[config.mk]
export PLATFORM = sky130hd
export DESIGN_NAME = student_ram8_bank
export DESIGN_NICKNAME = d
export VERILOG_FILES = /design/src/rtl/student_ram8_bank_pkg.sv /design/src/rtl/student_ram8_bank_dmux8way.sv /design/src/rtl/student_ram8_bank.sv
export SDC_FILE = /design/constraint.sdc
export NUM_CORES = 1
export LEC_CHECK = 0
export CORE_MARGIN = 3
export CORE_UTILIZATION = 59
export DETAILED_ROUTE_END_ITERATION = 6
export GPL_TIMING_DRIVEN = 0
export PLACE_DENSITY = 0.87
export SLEW_MARGIN = 15
export SYNTH_ARGS = -nofsm -noshare
export SYNTH_HDL_FRONTEND = slang
export SYNTH_SLANG_ARGS = --single-unit
[constraint.sdc]
create_clock -name clk -period 2.1 [get_ports clk]
set_input_delay 0.42 -clock clk [delete_from_list [all_inputs] [get_ports clk]]
set_output_delay 0.42 -clock clk [all_outputs]
set_load 0.03 [all_outputs]
[src/rtl/student_ram8_bank_pkg.sv]
// Shared constants and FSM encoding for the 8-word register bank and its decoder.
package student_ram8_bank_pkg;

    localparam int RAM8_DEPTH = 8;
    localparam int RAM8_AW    = 3;

    typedef enum logic {
        IDLE  = 1'b0,
        CLEAR = 1'b1
    } ram8_state_t;

endpackage

[src/rtl/student_ram8_bank_dmux8way.sv]
// One-to-eight demultiplexer: routes a single strobe onto the per-word load enable picked by sel.
module student_dmux8way
    import student_ram8_bank_pkg::*;
(
    input  logic                  in,
    input  logic [RAM8_AW-1:0]    sel,
    output logic [RAM8_DEPTH-1:0] out
);

    always_comb begin
        out      = '0;
        out[sel] = in;
    end

endmodule

[src/rtl/student_ram8_bank.sv]
// 8-word register bank with a valid/ready write port, registered read port,
// per-word written flags and an 8-cycle clear-all sweep.
module student_ram8_bank
    import student_ram8_bank_pkg::*;
#(
    parameter int WIDTH = 16
) (
    input  logic               clk,
    input  logic               rst_n,
    input  logic               wr_valid,
    output logic               wr_ready,
    input  logic [RAM8_AW-1:0] wr_addr,
    input  logic [WIDTH-1:0]   wr_data,
    input  logic [RAM8_AW-1:0] rd_addr,
    output logic [WIDTH-1:0]   rd_data,
    output logic               rd_written,
    input  logic               clr_req,
    output logic               busy
);

    ram8_state_t           state;
    ram8_state_t           state_next;
    logic [RAM8_AW-1:0]    cnt;
    logic [WIDTH-1:0]      mem [RAM8_DEPTH];
    logic [RAM8_DEPTH-1:0] written;
    logic [RAM8_DEPTH-1:0] load;
    logic                  wr_fire;
    logic                  clearing;

    always_ff @(posedge clk or negedge rst_n) begin
        if (!rst_n) begin
            state <= IDLE;
        end else begin
            state <= state_next;
        end
    end

    always_comb begin
        state_next = state;
        case (state)
            IDLE:    if (clr_req) state_next = CLEAR;
            CLEAR:   if (cnt == 3'd7) state_next = IDLE;
            default: state_next = IDLE;
        endcase
    end

    always_comb begin
        wr_ready = 1'b0;
        busy     = 1'b0;
        case (state)
            IDLE:    wr_ready = !clr_req;
            CLEAR:   busy = 1'b1;
            default: wr_ready = 1'b0;
        endcase
    end

    assign clearing = (state == CLEAR);
    assign wr_fire  = wr_valid && wr_ready;

    // The sweep reuses the write decoder so only one word is ever loaded per edge.
    student_dmux8way u_dmux (
        .in  (wr_fire | clearing),
        .sel (clearing ? cnt : wr_addr),
        .out (load)
    );

    always_ff @(posedge clk or negedge rst_n) begin
        if (!rst_n) begin
            cnt <= '0;
        end else if (clearing) begin
            cnt <= cnt + 1'b1;
        end else if (clr_req) begin
            cnt <= '0;
        end
    end

    always_ff @(posedge clk or negedge rst_n) begin
        if (!rst_n) begin
            for (int i = 0; i < RAM8_DEPTH; i++) begin
                mem[i] <= '0;
            end
            written <= '0;
        end else begin
            for (int i = 0; i < RAM8_DEPTH; i++) begin
                if (load[i]) begin
                    mem[i]     <= clearing ? '0 : wr_data;
                    written[i] <= !clearing;
                end
            end
        end
    end

    // Samples the pre-edge contents, so a same-address write is not bypassed.
    always_ff @(posedge clk or negedge rst_n) begin
        if (!rst_n) begin
            rd_data    <= '0;
            rd_written <= 1'b0;
        end else begin
            rd_data    <= mem[rd_addr];
            rd_written <= written[rd_addr];
        end
    end

endmodule

==> results of run 1 <==
==> power by group through the flow <==
stage | registers, mW | logic [mW] | clock network, mW
after floorplan | 4.19 | 1.48 | 0
after global placement | 4.08 | 2.36 | 0
after detailed placement | 4.13 | 2.48 | 0
after CTS | 4.09 | 2.53 | 3.33
after global routing | 4.20 | 2.75 | 3.46
final | 4.13 | 2.54 | 3.33
==> Yosys cell counts, types with 2 or more instances <==
master,count
nand2_1,66
clkbuf_1,10
buf_6,2
o21ai_0,2
a21boi_0,3
dfrtp_1,157
inv_1,23
mux2_2,17
nand3b_1,2
nand2b_1,3
o22ai_2,2
buf_2,20
mux4_2,34
nor2_1,3
nor2b_1,3
and3_1,3
ha_1,2
buf_4,6
and4bb_2,2
nand4b_1,2
mux2i_1,65
a22o_1,64
o21bai_1,4
==> how the worst max path moves through the flow <==
stage                    start         end  slack (ns)  cells past startpoint
floorplan           rd_addr[1]  rd_data[0]        0.30                      4
global placement         rst_n     mem[48]       -5.25                      1
detailed placement     clr_req    mem[126]       -0.37                      5
CTS                   clearing        busy        0.02                      1
global route            cnt[2]     mem[86]        0.01                      5
finish                clearing        busy         0.1                      1
==> timing repair <==
action                                  4_1_cts  5_1_grt
gates cloned                                  0        0
hold buffers                                  1        0
pin swaps                                     0        0
buffers inserted                              0        3
endpoints found under the hold margin        28        0
gates resized for setup                       7        7
endpoints found under the setup margin       13       33
==> layer usage <==
layer	share of wire, %	vias to the layer above	global-route usage (%)
met5	0	-	0
met4	4.3	0	14.7
met3	6.4	61	6.84
met2	50	218	45.6
met1	39	2474	36.8
li1	-	1998	-
==> cell type report <==
type | count | share of cell area, %
sequential | 157 | 47.1
clock buffer | 24 | 5.65
clock inverter | 7 | 1.92
timing repair buffer | 46 | 5.67
tap | 143 | 2.14
buffer | 37 | 2.47
inverter | 23 | 1.03
multi-input combinational | 293 | 34.0
==> kinds of logic after synthesis <==
logic type / synth area share (%)
muxes: 22.8
buffers and inverters: 4.19
DFF: 55.8
and+or+nand+nor: 7.17
adders and majority gates: 0.355
AOI/OAI and AO/OA: 9.70
==> sequential cells by signal (all words and copies together) (netlist names) <==
register    count
mem           128
rd_data        16
written         8
cnt             3
clearing        1
rd_written      1
==> through the flow <==
stage	instances	hold WS (ns)	area (um^2)	util, %	TNS [ns]
final	730	0.497	8350	72.2	0
after global routing	730	0.508	8350	72.2	0
after CTS	729	0.499	8310	71.9	0
after detailed placement	697	0.435	7670	66.3	-24.84
after global placement	696	0.474	7630	66.0	-841.55
after floorplan	512	0.124	7050	-	0
==> worst reg2reg max path, delay by kind of cell, from the launching register on <==
family	cells	cell delay (ns)
buf+inv	2	0.67
flops	1	0.34
compound gates	2	0.58
simple gates	1	0.30
==> results.cfg, run 1 <==
[cts]
cts-buffers-inserted = 17
cts_sinks = 157
htree_levels = 4
clk_transition_reported_paths_ns = 0.06
cts_tree = done
clock_path_buffers = 2
cts-root-buf = clkbuf_16
clkLatencyLatePin_ns = 0.43

[routing]
vias_per_cell = 6.51
wire_per_inst_um = 24.3
ant_nets = 0
drtPass1Iterations = 5
vias = 4751
drc = 0
drt_first_iter_violations = 457
routed_wl_um = 17700

[pwr]
p_int_mw = 6.97
clkPwrFrac_pct = 33.3
pwr_density_cell_mw_per_mm2 = 1200
pwr-share-comb_pct = 25.4
power_mw = 10.0
p_leak_nw = 4.16
p_switching_mw = 3.03
switching_share_pct = 30.3
vdd_ir_drop_max_mv = 0.891
pwr-share-seq_pct = 41.3

[setup_path]
crit_buf_inv = 1
r2r-end = mem[53]
crit_family = buffers and inverters
worstPathArrival_ns = 1.58
path_cells = clkdlybuf4s50_1
r2r_start = cnt[1]
start_kind = flip-flop
required_ns = 1.68
end_kind = primary output
cp_slowest_stage_delay_ns = 0.71
worst-path-max-fanout = 6
cp_slowest_cell = clkdlybuf4s50_1
r2r_setup_slack_ns = 0.14
rr_worst_depth = 5
critPathKind = reg2out

[cells_and_area]
final_layout_size_suffix_gt1_share_pct = 21.5
fillers = 738
final_common_cell = dfrtp_1
syn_to_final_growth_pct = 18.5
layout_common_cells = dfrtp_1, nand2_1, mux2i_1, a22o_1, clkdlybuf4s50_1
nets = 603
n_antenna_cell = 0
seqCellArea_mm2 = 0.00393
multi_input_area_mm2 = 0.00284

[timing]
worst_pin_slew_ns = 0.821
relSlewSlack_pct = 45.3
timing.final.crit_share_pct = 95.3
report.final.setup_viol = 0
final_max_slew_viol_count = 0
fmax_mhz = 500
hold_violations = 0
setup_ws_ns = 0.0991
rsz0062_at_grt = no
fin_skew_ns = 0.00703
finalCriticalPeriod_ns = 2.00

[floorplan]
dieArea_mm2 = 0.0133
die-height_um = 115
rows = 39
start_util_pct = 60.9
core_mm2 = 0.0116
ios = 45
die_w_um = 115

[yosys]
yosysWarnings = 0
synth_cell_types = 40
synth_top_area_share_pct = 55.8
ys_top_cells_by_area = dfrtp_1, mux4_2, mux2i_1
netlist_area_mm2 = 0.00705
synth_async_sr_flop_share_pct = 100
synth_edf_count = 0
avgSynthCellArea_um2 = 13.8
yosys.area.top_type = dfrtp_1
synth.yosys.seq_area_share_pct = 55.8
synth_nets = 540
synthCells = 512
synth_seq_cells = 157
ys.flop_type = dfrtp_1

[worst_hold_path]
hold_path.class = reg2reg
min_to = mem[62]
worstHoldStart = mem[62]
hold_depth = 1

[placed_design]
place_hpwl_um = 11200
place_ws_ns = -0.369
place.gp.congestion = 0.824
io_buffer_count = 41

[global_route]
grt_pass1_vias = 5107
grt_start_max_net_pins = 81
grt_pass1_wl_um = 27800
globalRouteTotalUtil_pct = 28.6
grt_overflow = 0
antenna_found_initial = 0

[status]
status = finished, final reports clean

[flow_run]
maxCapViolations = 0
(Power assumes the default switching activity.)
==> run 2, diff against run 1 <==
Settings changed: CORE_MARGIN 3 to 2, MAX_ROUTING_LAYER set to met4.
==> run 2 against run 1 <==
Compared with the run above:
- design area is 1.3% lower
- critical path depth is 5 higher
- sequential share of layout area is 0.60 points higher
==> results.cfg, run 2 (synthesis gave the netlist of run 1 again) <==
[cells_and_area]
layout_common_cells = dfrtp_1, nand2_1, mux2i_1, a22o_1, clkdlybuf4s50_1
syn_to_final_growth_pct = 17.0
n_antenna_cell = 0
final_common_cell = dfrtp_1
final_layout_size_suffix_gt1_share_pct = 21.5
largest_reg_flops = 128
largest_registers = mem: 128 flops, rd_data: 16 flops, written: 8 flops
top_register = mem
final_cell_count_no_fill = 730
nets = 603

[cts]
htree_levels = 4
clkLatencyLatePin_ns = 0.43
cts-root-buf = clkbuf_16
cts-buffers-inserted = 17
cts_tree = done
clock_path_buffers = 2
clk_transition_reported_paths_ns = 0.06
cts_sinks = 157

[pwr]
p_leak_nw = 4.12
power_mw = 9.50
pwr_density_cell_mw_per_mm2 = 1150
vdd_ir_drop_max_mv = 0.799

[setup_path]
critPathKind = in2reg
cp_slowest_stage_delay_ns = 0.63
cp_slowest_cell = clkdlybuf4s50_1
worstPathArrival_ns = 2.38
crit_family = buffers and inverters
required_ns = 2.44
r2r-end = mem[87]
r2r_setup_slack_ns = 0.11
rr_worst_depth = 5
end_kind = flip-flop
r2r_start = cnt[0]
cp-startpoint = wr_addr[1]
start_kind = input port
path_cells = clkdlybuf4s50_1 > nor2b_1 > and3_1 > buf_2 > buf_4 > mux2i_1
worst-path-max-fanout = 10
crit_buf_inv = 3

[global_route]
globalRouteTotalUtil_pct = 31.0
antenna_found_initial = 0
grt_overflow = 0
grt_pass1_wl_um = 28400
grt_pass1_vias = 5159
grt_start_max_net_pins = 112

[timing]
tns_ns = 0
fin_hold_ws_ns = 0.492
report.final.setup_viol = 0
fin_skew_ns = 0.00573
final_max_slew_viol_count = 0
relSlewSlack_pct = 43.8
worst_pin_slew_ns = 0.844
fmax_mhz = 490
finalCriticalPeriod_ns = 2.04
hold_violations = 0
timing.final.crit_share_pct = 97.3
rsz0062_at_grt = no

[routing]
drtPass1Iterations = 5
routed_wl_um = 17800
drt_first_iter_violations = 499
drc = 0
vias_per_cell = 6.67
vias = 4869
ant_nets = 0
wire_per_inst_um = 24.4

[placed_design]
io_buffer_count = 41
place.gp.congestion = 0.873
place_hpwl_um = 11200
place_inst = 697

[flow_run]
maxCapViolations = 0

[worst_hold_path]
hold_path.class = in2async

[floorplan]
core_mm2 = 0.0115
die-height_um = 113
dieArea_mm2 = 0.0128
ios = 45
die_w_um = 113
rows = 39
start_util_pct = 61.2

[status]
status = finished, final reports clean
[run 2: cell type report]
type	count	area (um^2)
buffer	38	206
clock buffer	24	502
clock inverter	7	37.5
fill	745	3280
inverter	23	86.3
multi-input combinational	293	2830
sequential	157	3930
tap	143	179
timing repair buffer	45	465
[run 2: worst max-delay path by stage]
stage                             to  slack, ns  cells after the start
final                         mem[7]       0.06                      6
after CTS                   wr_ready       0.03                      4
after global routing        wr_ready       0.02                      4
after global placement       mem[18]      -5.26                      1
after floorplan           rd_data[0]       0.30                      4
after detailed placement    mem[119]      -0.37                      5
[run 2: layer usage]
metal | GRT usage [%] | share of wire (%) | up-vias
met3 | 8.73 | 7.7 | 72
met5 | - | 0 | -
met1 | 39.6 | 39 | 2503
met4 | 13.5 | 4.4 | 0
li1 | - | - | 1994
met2 | 47.1 | 49 | 300
[run 2: where the power goes]
group,internal [mW],switching (mW)
combinational,1.08,1.47
sequential,3.72,0.388
clock,1.65,1.18
total,6.45,3.04
[run 2: per-stage QoR]
| step | worst slack (ns) | util [%] | cell area [um^2] |
|---|---|---|---|
| floorplan | 0.295 | - | 7050 |
| global placement | -5.26 | 66.3 | 7630 |
| detailed placement | -0.375 | 66.6 | 7670 |
| CTS | 0.0349 | 71.4 | 8220 |
| global route | 0.0151 | 71.6 | 8240 |
| finish | 0.0571 | 71.6 | 8240 |
[run 2: timing repair]
| action | in CTS | in global routing |
|---|---|---|
| setup buffers | 0 | 2 |
| endpoints found under the hold margin | 46 | 0 |
| hold buffers | 1 | 0 |
| endpoints found under the setup margin | 12 | 36 |
| resized for setup | 7 | 4 |
==> run 3, diff against run 2 <==
Settings changed: GPL_ROUTABILITY_DRIVEN set to 0, TNS_END_PERCENT set to 100.
==> results of run 3 <==
Same layout as run 2: the final DEF is identical, and so are final timing and power.
